--- config.mk ---
export PLATFORM = sky130hd
export DESIGN_NAME = as_sc_hs_ro_meter
export DESIGN_NICKNAME = d
export VERILOG_FILES = /design/src/rtl/as_sc_hs_ro_pkg.sv /design/src/rtl/as_sc_hs_ro_sync.sv /design/src/rtl/as_sc_hs_ro_meter.sv
export SDC_FILE = /design/constraint.sdc
export NUM_CORES = 1
export LEC_CHECK = 0
export BUFFER_PORTS_ARGS = -buffer_cell sky130_fd_sc_hd__buf_2
export CORE_UTILIZATION = 61
export CTS_CLUSTER_DIAMETER = 150
export DETAILED_ROUTE_END_ITERATION = 8
export GPL_ROUTABILITY_DRIVEN = 0
export GPL_TIMING_DRIVEN = 0
export PLACE_DENSITY = 0.81
export SYNTH_ARGS = -nofsm -noshare
export SYNTH_HDL_FRONTEND = slang
export SYNTH_HIERARCHICAL = 1
export SYNTH_SLANG_ARGS = --single-unit
--- constraint.sdc ---
create_clock -name CLK -period 5.3 [get_ports CLK]
set_clock_uncertainty 0.05 [all_clocks]
set_input_delay 0.265 -clock CLK [delete_from_list [all_inputs] [get_ports CLK]]
set_output_delay 0.265 -clock CLK [all_outputs]
set_load 0.05 [all_outputs]
--- src/rtl/as_sc_hs_ro_pkg.sv ---
// Shared definitions for the ring-oscillator frequency meter.
// Holds the FSM state encoding and the synchronizer settle length.
package as_sc_hs_ro_pkg;

    typedef enum logic [1:0] {
        ST_IDLE    = 2'd0,
        ST_SETTLE  = 2'd1,
        ST_MEASURE = 2'd2,
        ST_FINISH  = 2'd3
    } state_t;

    localparam int SETTLE_CYC = 4;
    localparam int SETTLE_W   = $clog2(SETTLE_CYC);

endpackage

--- src/rtl/as_sc_hs_ro_sync.sv ---
// Two-flop synchronizer followed by an edge register; RISE marks a
// synchronized rising edge of D.
// Ports: CLK clock, RST sync active-high reset, D async input,
//        RISE one-cycle pulse per rising edge of D.
module as_sc_hs_ro_sync (
    input  logic CLK,
    input  logic RST,
    input  logic D,
    output logic RISE
);

    logic s1;
    logic s2;
    logic s3;

    always_ff @(posedge CLK) begin
        if (RST) begin
            s1 <= 1'b0;
            s2 <= 1'b0;
            s3 <= 1'b0;
        end else begin
            s1 <= D;
            s2 <= s1;
            s3 <= s2;
        end
    end

    assign RISE = s2 & ~s3;

endmodule

--- src/rtl/as_sc_hs_ro_meter.sv ---
// Ring-oscillator frequency meter: counts synchronized rising edges of
// one selected oscillator over a programmed window of CLK cycles.
// Ports: CLK, RST (sync active-high), RO_IN oscillators, SEL/WINDOW
//        sampled on accepted START, BUSY/DONE status, COUNT/OVF result.
module as_sc_hs_ro_meter #(
    parameter int NUM_RO = 4,
    parameter int SEL_W  = 2,
    parameter int WIN_W  = 16,
    parameter int CNT_W  = 20
) (
    input  logic              CLK,
    input  logic              RST,
    input  logic [NUM_RO-1:0] RO_IN,
    input  logic [SEL_W-1:0]  SEL,
    input  logic [WIN_W-1:0]  WINDOW,
    input  logic              START,
    output logic              BUSY,
    output logic              DONE,
    output logic [CNT_W-1:0]  COUNT,
    output logic              OVF
);

    import as_sc_hs_ro_pkg::*;

    localparam logic [CNT_W-1:0]    CNT_MAX     = '1;
    localparam logic [SETTLE_W-1:0] SETTLE_LAST = SETTLE_W'(SETTLE_CYC - 1);
    localparam logic [WIN_W-1:0]    WIN_ONE     = WIN_W'(1);

    state_t              state;
    state_t              state_n;
    logic [SETTLE_W-1:0] settle_q;
    logic [SETTLE_W-1:0] settle_n;
    logic [WIN_W-1:0]    win_q;
    logic [WIN_W-1:0]    win_n;
    logic [CNT_W-1:0]    cnt_q;
    logic [CNT_W-1:0]    cnt_n;
    logic                ovf_q;
    logic                ovf_n;
    logic [SEL_W-1:0]    sel_q;
    logic [SEL_W-1:0]    sel_n;
    logic [CNT_W-1:0]    count_r;
    logic [CNT_W-1:0]    count_n;
    logic                ovf_r;
    logic                ovf_out_n;
    logic                ro_sel;
    logic                rise;

    // Indices with no oscillator behind them read as a constant 0.
    always_comb begin
        ro_sel = 1'b0;
        for (int i = 0; i < NUM_RO; i++) begin
            if (sel_q == SEL_W'(i)) begin
                ro_sel = RO_IN[i];
            end
        end
    end

    as_sc_hs_ro_sync u_sync (
        .CLK  (CLK),
        .RST  (RST),
        .D    (ro_sel),
        .RISE (rise)
    );

    always_ff @(posedge CLK) begin
        if (RST) begin
            state    <= ST_IDLE;
            settle_q <= '0;
            win_q    <= '0;
            cnt_q    <= '0;
            ovf_q    <= 1'b0;
            sel_q    <= '0;
            count_r  <= '0;
            ovf_r    <= 1'b0;
        end else begin
            state    <= state_n;
            settle_q <= settle_n;
            win_q    <= win_n;
            cnt_q    <= cnt_n;
            ovf_q    <= ovf_n;
            sel_q    <= sel_n;
            count_r  <= count_n;
            ovf_r    <= ovf_out_n;
        end
    end

    always_comb begin
        state_n   = state;
        settle_n  = settle_q;
        win_n     = win_q;
        cnt_n     = cnt_q;
        ovf_n     = ovf_q;
        sel_n     = sel_q;
        count_n   = count_r;
        ovf_out_n = ovf_r;
        unique case (state)
            ST_IDLE: begin
                if (START) begin
                    state_n  = ST_SETTLE;
                    sel_n    = SEL;
                    win_n    = WINDOW;
                    cnt_n    = '0;
                    ovf_n    = 1'b0;
                    settle_n = '0;
                end
            end
            ST_SETTLE: begin
                // Edges from the previously selected source drain here.
                settle_n = settle_q + 1'b1;
                if (settle_q == SETTLE_LAST) begin
                    state_n = (win_q != '0) ? ST_MEASURE : ST_FINISH;
                end
            end
            ST_MEASURE: begin
                win_n = win_q - WIN_ONE;
                if (rise) begin
                    if (cnt_q == CNT_MAX) begin
                        ovf_n = 1'b1;
                    end else begin
                        cnt_n = cnt_q + 1'b1;
                    end
                end
                if (win_q == WIN_ONE) begin
                    state_n = ST_FINISH;
                end
            end
            ST_FINISH: begin
                state_n = ST_IDLE;
            end
            default: begin
                state_n = ST_IDLE;
            end
        endcase
        // Result registers load on entry to FINISH so they line up with DONE.
        if (state != ST_FINISH && state_n == ST_FINISH) begin
            count_n   = cnt_n;
            ovf_out_n = ovf_n;
        end
    end

    assign BUSY  = (state != ST_IDLE);
    assign DONE  = (state == ST_FINISH);
    assign COUNT = count_r;
    assign OVF   = ovf_r;

endmodule

==> impl_metrics.tcl <==
set metrics [dict create \
    crit_type "register to register" \
    pin_count 48 \
    ctsHoldBuffers 0 \
    grt_max_degree 11 \
    grt_use_total_pct 31.7 \
    end_kind "register" \
    hold_viol_final 0 \
    grt_pass1_wl_um 14500 \
    cp_max_fo 6 \
    coreArea_sq_um 5200 \
    initial_utilization_pct 64.7 \
    synth-seq-cells 67 \
    cts_tree "yes" \
    cts.htree.levels 3 \
    postCtsSetupRepairBufs 0 \
    syn_nets 427 \
    cp.arrival_ps 2660 \
    firstDrtPassIters 5 \
    synth_xor_area_share_pct 0.520 \
    yosysTopAreaCellShare_pct 39.8 \
    cts_sinks 67 \
    yosysMostFrequentCell "dfxtp_1" \
    yosysUniqueCellTypes 65 \
    wire_per_inst_um 16.8 \
    post-route-period-util_pct 46.7 \
    fin_hold_ws_ps 57.5 \
    ys_warn_count 6 \
    fin_nets 485 \
    synth_top_family_by_area "simple AND/OR/NAND/NOR gates" \
    maxCapViolations 0 \
    utilization_pct 74.6 \
    synth_mux_area_share_pct 4.24 \
    placed_cell_area_sq_um 3690 \
    setup_viol 0 \
    drc 0 \
    antenna_found_initial 0 \
    rsz0062_at_grt "false" \
    vias 3312 \
    area_growth_pct 15.3 \
    port_buffers 47 \
    rows 26 \
    fillCellCount 421 \
    cts_root_buffer "clkbuf_8" \
    dieArea_sq_um 5820 \
    antenna_cells 0 \
    yosys_most_used_dff "dfxtp_1" \
    die_w_um 76.3 \
    yosys.area_share.adder_pct 1.86 \
    ys_seq_area_share_pct 39.8 \
    synth.largest_area_cell "dfxtp_1" \
    worstPathRequired_ps 5480 \
    ys_top_cells_by_count "67 x dfxtp_1, 55 x nor2_1, 34 x nand2_1" \
    drt-initial-drc-count 292 \
    cts_resized 0 \
    synthCells 397 \
    viasPerCell 6.26 \
    die_y_um 76.3 \
    numCtsBuffers 9 \
    synthTopCellsByArea "dfxtp_1 40%, nor2_1 6.1%, a211oi_1 3.8%, nand2_1 3.8%, a21oi_1 3.4%" \
    clkTransAtPathRegs_ps 70 \
    drt-total-wl_um 8900 \
    syn_area_sq_um 3370 \
    synth-simple-area-share_pct 25.8 \
    grt_pass1_vias 3091 \
    clock_path_buffers 2 \
    hold_depth 2 \
    post-dp-hpwl_um 6210 \
    p_leak_uw 0.00158 \
    worst_pin_slew_ps 905 \
    critPathLaunchType "register" \
    drtAntennaViolNets 0 \
    final_area_sq_um 3880 \
    maxSlewViolCount 0 \
    finalPower_uw 1070 \
    fmax_mhz 404 \
    post_route_cells_drive_above_1_share_pct 19.6 \
    max_slew_margin_pct 39.1 \
    ir_drop_mv 0.173 \
    status "finished clean" \
    syn_avg_cell_area_sq_um 8.48 \
    min_path_type "primary input to register" \
    synth_compound_area_share_pct 23.6 \
    clock_latency_ps 350 \
    period_needed_ps 2480 \
    grt-ovfl-total 0 \
    synthArstFlopShare_pct 0 \
    r2r_cells 6 \
    powerDensity_nw_per_um2 276 \
    finalSetupTns_ps 0 \
    synth_edf_count 0 \
]
cell usage in the layout, fill, tap and decap left out, types with 3 or more instances in the layout:
cell type / count
a211oi_1: 17
a21oi_1: 23
a22oi_1: 4
a31oi_1: 11
and2_1: 3
and3_1: 6
and4_1: 3
buf_2: 51
clkbuf_1: 22
clkbuf_8: 11
dfxtp_1: 67
ha_1: 5
inv_1: 9
mux2_2: 8
mux2i_1: 3
nand2_1: 34
nand2b_1: 4
nand3_1: 10
nand3b_1: 3
nand4_1: 7
nor2_1: 55
nor2b_1: 5
nor3_1: 13
o211ai_1: 11
o21ai_0: 11
o21bai_1: 3
o22ai_1: 3
o31ai_1: 4
or3_1: 4
or4_1: 5
cell families (layout without fill, tap and decap cells):
| family | Yosys count | count (layout) |
|---|---|---|
| adders and majority gates | 5 | 5 |
| and+or+nand+nor | 166 | 166 |
| DFF | 67 | 67 |
| xor gates and xnor gates | 2 | 2 |
| muxes | 12 | 12 |
| buffers and inverters | 34 | 96 |
| AOI/OAI and AO/OA | 111 | 111 |
critical path: stages, from the launching register on:
cell,delay [ps]
dfxtp_1,390
ha_1,250
nand4_1,220
nor4_1,800
nand2_1,150
mux2i_1,190
o41ai_1,300
final timing paths:
check / startpoint / end / slack (ps)
setup / recovery: cnt_q[0]$_SDFF_PP0_ / COUNT[16]$_SDFFE_PP0P_ / 2820
hold / removal: RST / u_sync/s3$_SDFF_PP0_ / 60
setup reg to reg: cnt_q[0]$_SDFF_PP0_ / COUNT[16]$_SDFFE_PP0P_ / 2820
hold reg to reg: u_sync/s1$_SDFF_PP0_ / u_sync/s2$_SDFF_PP0_ / 400
flip-flops by register name, indices dropped and copies added, names as in the netlist:
register / count
COUNT: 20
settle_q: 2
win_q: 16
u_sync/s3: 1
state: 2
u_sync/s2: 1
u_sync/s1: 1
OVF: 1
sel_q: 2
cnt_q: 20
ovf_q: 1
power by group:
part | leakage [uW] | internal [uW] | switching [uW]
Clock | 0.0000995 | 240 | 189
Combinational | 0.000936 | 41.4 | 72.1
Sequential | 0.000544 | 517 | 11.8
Total | 0.00158 | 798 | 273
cell type report:
| type | instances | area [sq um] | share of cell area, % |
|---|---|---|---|
| buffer | 25 | 106 | 2.74 |
| tap | 70 | 87.6 | 2.26 |
| timing repair buffer | 47 | 235 | 6.06 |
| inverter | 9 | 33.8 | 0.870 |
| multi-input combinational | 296 | 1890 | 48.6 |
| clock buffer | 13 | 159 | 4.09 |
| clock inverter | 2 | 35.0 | 0.902 |
| sequential | 67 | 1340 | 34.5 |
stage by stage:
stage	cells	setup slack, ps
after floorplan	397	3210
after global placement	514	3010
after detailed placement	514	2940
after CTS	529	2910
after global routing	529	2600
final	529	2820
per-layer routing:
layer,part of all wire (%),vias to the layer above,global-route usage [%]
met3,6.0,36,4.55
met5,0,-,0
li1,-,1589,-
met2,49,146,53.6
met4,3.6,0,18.7
met1,41,1541,38.3
Note: power is estimated with default switching activity, not from simulation.
